## src/rtl/ps2_host_tx_pkg.sv

```systemverilog
// Shared PS/2 host-transmit definitions: FSM states, command bytes, frame edge indices.
package ps2_host_tx_pkg;

  typedef enum logic [2:0] {
    IDLE,
    INHIBIT,
    SEND,
    WAIT_IDLE,
    FAIL
  } state_t;

  localparam logic [7:0] CMD_RESET    = 8'hFF;
  localparam logic [7:0] CMD_SET_LEDS = 8'hED;
  localparam logic [7:0] CMD_ENABLE   = 8'hF4;
  localparam logic [7:0] RSP_ACK      = 8'hFA;

  localparam logic [3:0] LAST_DATA_EDGE = 4'd8;
  localparam logic [3:0] PARITY_EDGE    = 4'd9;
  localparam logic [3:0] STOP_EDGE      = 4'd10;
  localparam logic [3:0] ACK_EDGE       = 4'd11;

  function automatic logic odd_parity(input logic [7:0] d);
    return ~^d;
  endfunction

endpackage

```

## src/rtl/ps2_edge_sync.sv

```systemverilog
// Two-flop synchronizers for the PS/2 clock and data pins plus a clock falling-edge strobe.
module ps2_edge_sync (
  input  logic clk,
  input  logic rst,
  input  logic ck_in,
  input  logic dt_in,
  output logic ck_sync,
  output logic dt_sync,
  output logic ck_fall
);

  logic [1:0] ck_ff;
  logic [1:0] dt_ff;
  logic       ck_prev;

  // Idle PS/2 lines are pulled high, so reset to 1 to avoid a false edge.
  always_ff @(posedge clk or negedge rst) begin
    if (!rst) begin
      ck_ff   <= '1;
      dt_ff   <= '1;
      ck_prev <= 1'b1;
    end else begin
      ck_ff   <= {ck_ff[0], ck_in};
      dt_ff   <= {dt_ff[0], dt_in};
      ck_prev <= ck_ff[1];
    end
  end

  assign ck_sync = ck_ff[1];
  assign dt_sync = dt_ff[1];
  assign ck_fall = ck_prev & ~ck_ff[1];

endmodule

```

## src/rtl/ps2_host_tx.sv

```systemverilog
// PS/2 host-to-device transmitter: request-to-send, 11-bit odd-parity frame, device ack check.
module ps2_host_tx
  import ps2_host_tx_pkg::*;
#(
  parameter int unsigned INHIBIT_CYCLES = 6000,
  parameter int unsigned TIMEOUT_CYCLES = 1000000
) (
  input  logic       clk,
  input  logic       rst,
  input  logic       ps2ck_in,
  input  logic       ps2dt_in,
  output logic       ps2ck_oe,
  output logic       ps2dt_oe,
  input  logic [7:0] tx_data,
  input  logic       tx_start,
  output logic       busy,
  output logic       done,
  output logic       error
);

  localparam int unsigned IW = $clog2(INHIBIT_CYCLES + 1);
  localparam int unsigned WW = $clog2(TIMEOUT_CYCLES + 1);
  localparam logic [IW-1:0] INH_LAST = IW'(INHIBIT_CYCLES - 1);
  localparam logic [WW-1:0] WD_LAST  = WW'(TIMEOUT_CYCLES - 1);

  state_t          state, state_nx;
  logic [IW-1:0]   inh_cnt;
  logic [WW-1:0]   wdog;
  logic [3:0]      bit_idx;
  logic [3:0]      edge_nx;
  logic [7:0]      shreg;
  logic            parity;
  logic            dt_drv;
  logic            ck_sync, dt_sync, ck_fall;

  ps2_edge_sync u_sync (
    .clk     (clk),
    .rst     (rst),
    .ck_in   (ps2ck_in),
    .dt_in   (ps2dt_in),
    .ck_sync (ck_sync),
    .dt_sync (dt_sync),
    .ck_fall (ck_fall)
  );

  assign edge_nx = bit_idx + 4'd1;
  assign busy    = (state != IDLE);

  always_ff @(posedge clk or negedge rst) begin
    if (!rst) state <= IDLE;
    else      state <= state_nx;
  end

  always_comb begin
    state_nx = state;
    ps2ck_oe = 1'b0;
    ps2dt_oe = 1'b0;
    done     = 1'b0;
    error    = 1'b0;
    case (state)
      IDLE: if (tx_start) state_nx = INHIBIT;
      INHIBIT: begin
        ps2ck_oe = 1'b1;
        if (inh_cnt == INH_LAST) begin
          ps2dt_oe = 1'b1;
          state_nx = SEND;
        end
      end
      SEND: begin
        ps2dt_oe = dt_drv;
        if (wdog == WD_LAST)                       state_nx = FAIL;
        else if (ck_fall && (edge_nx == ACK_EDGE)) state_nx = dt_sync ? FAIL : WAIT_IDLE;
      end
      WAIT_IDLE: begin
        if (wdog == WD_LAST) state_nx = FAIL;
        else if (ck_sync && dt_sync) begin
          done     = 1'b1;
          state_nx = IDLE;
        end
      end
      FAIL: begin
        error    = 1'b1;
        state_nx = IDLE;
      end
      default: state_nx = IDLE;
    endcase
  end

  // Data is re-driven the cycle after a detected fall, so it is stable while the device clock is low.
  always_ff @(posedge clk or negedge rst) begin
    if (!rst) begin
      inh_cnt <= '0;
      wdog    <= '0;
      bit_idx <= '0;
      shreg   <= '0;
      parity  <= 1'b0;
      dt_drv  <= 1'b0;
    end else begin
      case (state)
        IDLE: if (tx_start) begin
          shreg   <= tx_data;
          parity  <= odd_parity(tx_data);
          inh_cnt <= '0;
        end
        INHIBIT: begin
          inh_cnt <= inh_cnt + 1'b1;
          if (inh_cnt == INH_LAST) begin
            dt_drv  <= 1'b1;
            bit_idx <= '0;
            wdog    <= '0;
          end
        end
        SEND: begin
          wdog <= wdog + 1'b1;
          if (ck_fall) begin
            bit_idx <= edge_nx;
            if (edge_nx <= LAST_DATA_EDGE)   dt_drv <= ~shreg[bit_idx[2:0]];
            else if (edge_nx == PARITY_EDGE) dt_drv <= ~parity;
            else                             dt_drv <= 1'b0;
          end
        end
        WAIT_IDLE: wdog <= wdog + 1'b1;
        default: ;
      endcase
    end
  end

endmodule

```

## config.mk

```make
export PLATFORM = sky130hd
export DESIGN_NAME = ps2_host_tx
export DESIGN_NICKNAME = d
export VERILOG_FILES = /design/src/rtl/ps2_host_tx_pkg.sv /design/src/rtl/ps2_edge_sync.sv /design/src/rtl/ps2_host_tx.sv
export SDC_FILE = /design/constraint.sdc
export NUM_CORES = 1
export LEC_CHECK = 0
export ABC_AREA = 1
export BUFFER_PORTS_ARGS = -buffer_cell sky130_fd_sc_hd__buf_2
export CORE_MARGIN = 2
export CORE_UTILIZATION = 41
export DETAILED_ROUTE_END_ITERATION = 12
export PLACE_DENSITY = 0.6
export SYNTH_ARGS = -nofsm -noshare
export SYNTH_HDL_FRONTEND = slang
export SYNTH_SLANG_ARGS = --single-unit
export TNS_END_PERCENT = 50
```

## constraint.sdc

```tcl
create_clock -name clk -period 1.5 [get_ports clk]
set_input_delay 0.3 -clock clk [delete_from_list [all_inputs] [get_ports clk]]
set_output_delay 0.3 -clock clk [all_outputs]
set_load 0.005 [all_outputs]
```

==> results.sh <==
export IMPL_worst_slack_ps=-257
export IMPL_powerDensity_nw_per_um2=1460
export IMPL_num_rows=32
export IMPL_multi_input_area_sq_um=1820
export IMPL_leakage_nw=2.05
export IMPL_cp_max_fo=2
export IMPL_hold_slack_ps=72.5
export IMPL_area_growth_pct=29.4
export IMPL_required_ps=1200
export IMPL_nNetsFinal=545
export IMPL_fin_cells=630
export IMPL_drt_pass1_iter_count=4
export IMPL_crit_start="inh_cnt[1]"
export IMPL_cp_slowest_cell="dfrtp_1"
export IMPL_skew_ps=10.8
export IMPL_hpwl_um=5510
export IMPL_clock_path_buffers=2
export IMPL_cts_root_buf="clkbuf_8"
export IMPL_ys_flop_type="dfrtp_1"
export IMPL_ant_nets=0
export IMPL_failed_checks="negative setup slack"
export IMPL_post_route_period_util_pct=117
export IMPL_grt_max_degree=56
export IMPL_yosysWarnings=0
export IMPL_max_stage_delay_ps=410
export IMPL_coreArea_sq_um=7810
export IMPL_final_layout_size_suffix_gt1_share_pct=31.3
export IMPL_synth_compound_area_share_pct=8.65
export IMPL_place_gp_congestion=0.834
export IMPL_hold_class="input pin to flip-flop"
export IMPL_drv_cap=0
export IMPL_max_freq_ghz=0.569
export IMPL_grt_remaining_overflow=0
export IMPL_via_per_inst=4.92
export IMPL_crit_path_end="ps2dt_oe"
export IMPL_maxSlewViolCount=0
export IMPL_insertion_delay_ps=310
export IMPL_max_slew_margin_pct=80.3
export IMPL_synthDistinctLibCells=36
export IMPL_cts_made_buffers=5
export IMPL_critPathTopFamily="flip-flops"
export IMPL_ys_seq_area_share_pct=41.6
export IMPL_clock_sinks=55
export IMPL_dp_cells=603
export IMPL_dieWidth_um=94.1
export IMPL_rsz0062_at_grt="true"
export IMPL_cp_num_buf_inv=1
export IMPL_drc=0
export IMPL_r2r_end="inh_cnt[12]"
export IMPL_r2r_slack_ps=-30
export IMPL_ioPinCount=18
export IMPL_path_depth=6
export IMPL_status="complete, but fails checks"
export IMPL_synthesis_area_sq_um=3330
export IMPL_synthCells=445
export IMPL_grt_pass1_wl_um=13100
export IMPL_hold_viol_final=0
export IMPL_utilization_pct=55.1
export IMPL_syn_avg_cell_area_sq_um=7.48
export IMPL_drt_iter0_markers=105
export IMPL_die_area_sq_um=8850
export IMPL_synth_enable_flop_cells=0
export IMPL_htree_levels=2
export IMPL_synth_top_family_by_area="simple AND/OR/NAND/NOR gates"
export IMPL_setup_worst_path_start_class="flip-flop"
export IMPL_r2r_start="inh_cnt[1]"
export IMPL_diodes=0
export IMPL_antenna_found_initial=0
export IMPL_wl_per_cell_um=12.3
export IMPL_synth_mux_area_share_pct=0.301
export IMPL_setup_viol=11
export IMPL_clkTransAtPathRegs_ps=110
export IMPL_period_needed_ps=1760
export IMPL_synthAdderAreaFrac_pct=1.88
export IMPL_synth_simple_area_share_pct=35.9
export IMPL_synthArstFlopShare_pct=100
export IMPL_grt_pass1_vias=2903
export IMPL_arrival_ps=1460
export IMPL_vias=3099
export IMPL_ys_ff_latch=55
export IMPL_hp_start="ps2dt_in"
export IMPL_path_cells="ha_4 -> nand3_4 -> nor3_4 -> nand3_2 -> o21ai_2 -> buf_2"
export IMPL_endpoint_kind="output port"
export IMPL_syn_nets=463
export IMPL_io_buffer_count=17
export IMPL_cts_tree="built"
export IMPL_start_util_pct=42.6
export IMPL_rr_worst_depth=10
export IMPL_fp_dieH_um=94.1
export IMPL_register_area_sq_um=1390
export IMPL_ir_drop_mv=0.785
export IMPL_grt_usage_pct=18.5
export IMPL_routed_wl_um=7730
export IMPL_fillCellCount=722
export IMPL_worst_slew_pin_slew_ps=294
export IMPL_path_class="flip-flop to output port"
export IMPL_synthXorXnorAreaFrac_pct=3.16
Yosys cell counts, types with 5 or more instances:
master,n,area [sq um]
dfrtp_1,50,1250
o21ai_1,12,60.1
nor3_1,8,40.0
xor2_1,6,52.6
nor2_1,35,131
dfstp_2,5,131
o21ai_0,17,85.1
inv_2,6,22.5
a21oi_1,5,25.0
nand4_1,8,50.1
nor2_2,5,31.3
xnor2_1,6,52.6
nor3_2,6,60.1
ha_1,5,62.6
nand3_1,47,235
nand2_1,134,503
o21ai_2,7,61.3
inv_1,54,203
per-stage QoR:
step / power [W] / instance area (sq um) / setup slack, ps / setup TNS [ps]
floorplan: 0.00386 / 3330 / 18.8 / 0
global placement: 0.00478 / 3860 / -26.3 / -38.2
detailed placement: 0.00483 / 3860 / -94.5 / -189
CTS: 0.00613 / 4170 / -378 / -3240
global route: 0.00681 / 4310 / -351 / -3600
finish: 0.00629 / 4310 / -257 / -578
worst min-delay path by stage:
stage,to,depth (start not counted)
final,u_sync.dt_ff[0],1
after global routing,u_sync.ck_ff[0],1
after CTS,u_sync.dt_ff[0],1
after detailed placement,wdog[5],2
after global placement,wdog[5],2
after floorplan,bit_idx[0],0
cell usage in the layout (no fill, tap or decap), types with 4 or more instances in the layout:
cell type / synthesis / layout
inv_1: 54 / 52
clkbuf_8: 0 / 5
nor2_4: 4 / 7
nor3_1: 8 / 4
o21ai_2: 7 / 8
nand4_1: 8 / 8
nor2_1: 35 / 27
nor3_4: 1 / 4
buf_2: 1 / 15
nor3_2: 6 / 7
dfrtp_2: 0 / 4
buf_4: 2 / 58
xor2_1: 6 / 6
nand3_1: 47 / 43
nor2_2: 5 / 10
inv_2: 6 / 8
nand2_1: 134 / 131
nand2_2: 4 / 6
xnor2_1: 6 / 5
dfstp_2: 5 / 5
nand2_4: 3 / 4
dfrtp_1: 50 / 46
o21ai_1: 12 / 16
o21ai_0: 17 / 12
a21oi_1: 5 / 4
cells by family (layout without fill, tap and decap cells):
family                     Yosys count  count (layout)
DFF                                 55              55
muxes                                1               1
xor gates and xnor gates            12              12
AOI/OAI and AO/OA                   47              47
buffers and inverters               67             150
adders and majority gates            5               5
and+or+nand+nor                    258             258
cell type report:
| class | count | area share [%] |
|---|---|---|
| multi-input combinational | 323 | 42.3 |
| sequential | 55 | 32.2 |
| timing repair buffer | 80 | 14.4 |
| inverter | 62 | 5.52 |
| tap | 102 | 2.96 |
| clock buffer | 5 | 1.60 |
| clock inverter | 3 | 1.02 |
state kept, by name, indices dropped and copies added, names as in the netlist:
signal,cells
shreg,8
state,3
bit_idx,4
u_sync.dt_ff,2
u_sync.ck_prev,1
wdog,20
dt_drv,1
inh_cnt,13
parity,1
u_sync.ck_ff,2
metal layers:
metal  wire [um]  track usage [%]
met3         298             2.65
met1        3450             24.6
met4         108             4.35
met2        3870             31.6
met5           0                0
repair_timing:
| action | CTS | global route |
|---|---|---|
| pin swaps | 14 | 14 |
| setup buffers | 14 | 6 |
| endpoints found under the hold margin | 50 | 0 |
| gates cloned | 0 | 0 |
| hold buffers | 1 | 0 |
| resized for setup | 23 | 27 |
| setup endpoints to repair | 15 | 51 |
power by group:
| part | internal (W) | switching (W) |
|---|---|---|
| sequential | 0.00187 | 0.000340 |
| combinational | 0.00136 | 0.00171 |
| clock | 0.000499 | 0.000512 |
(Power assumes the default switching activity.)
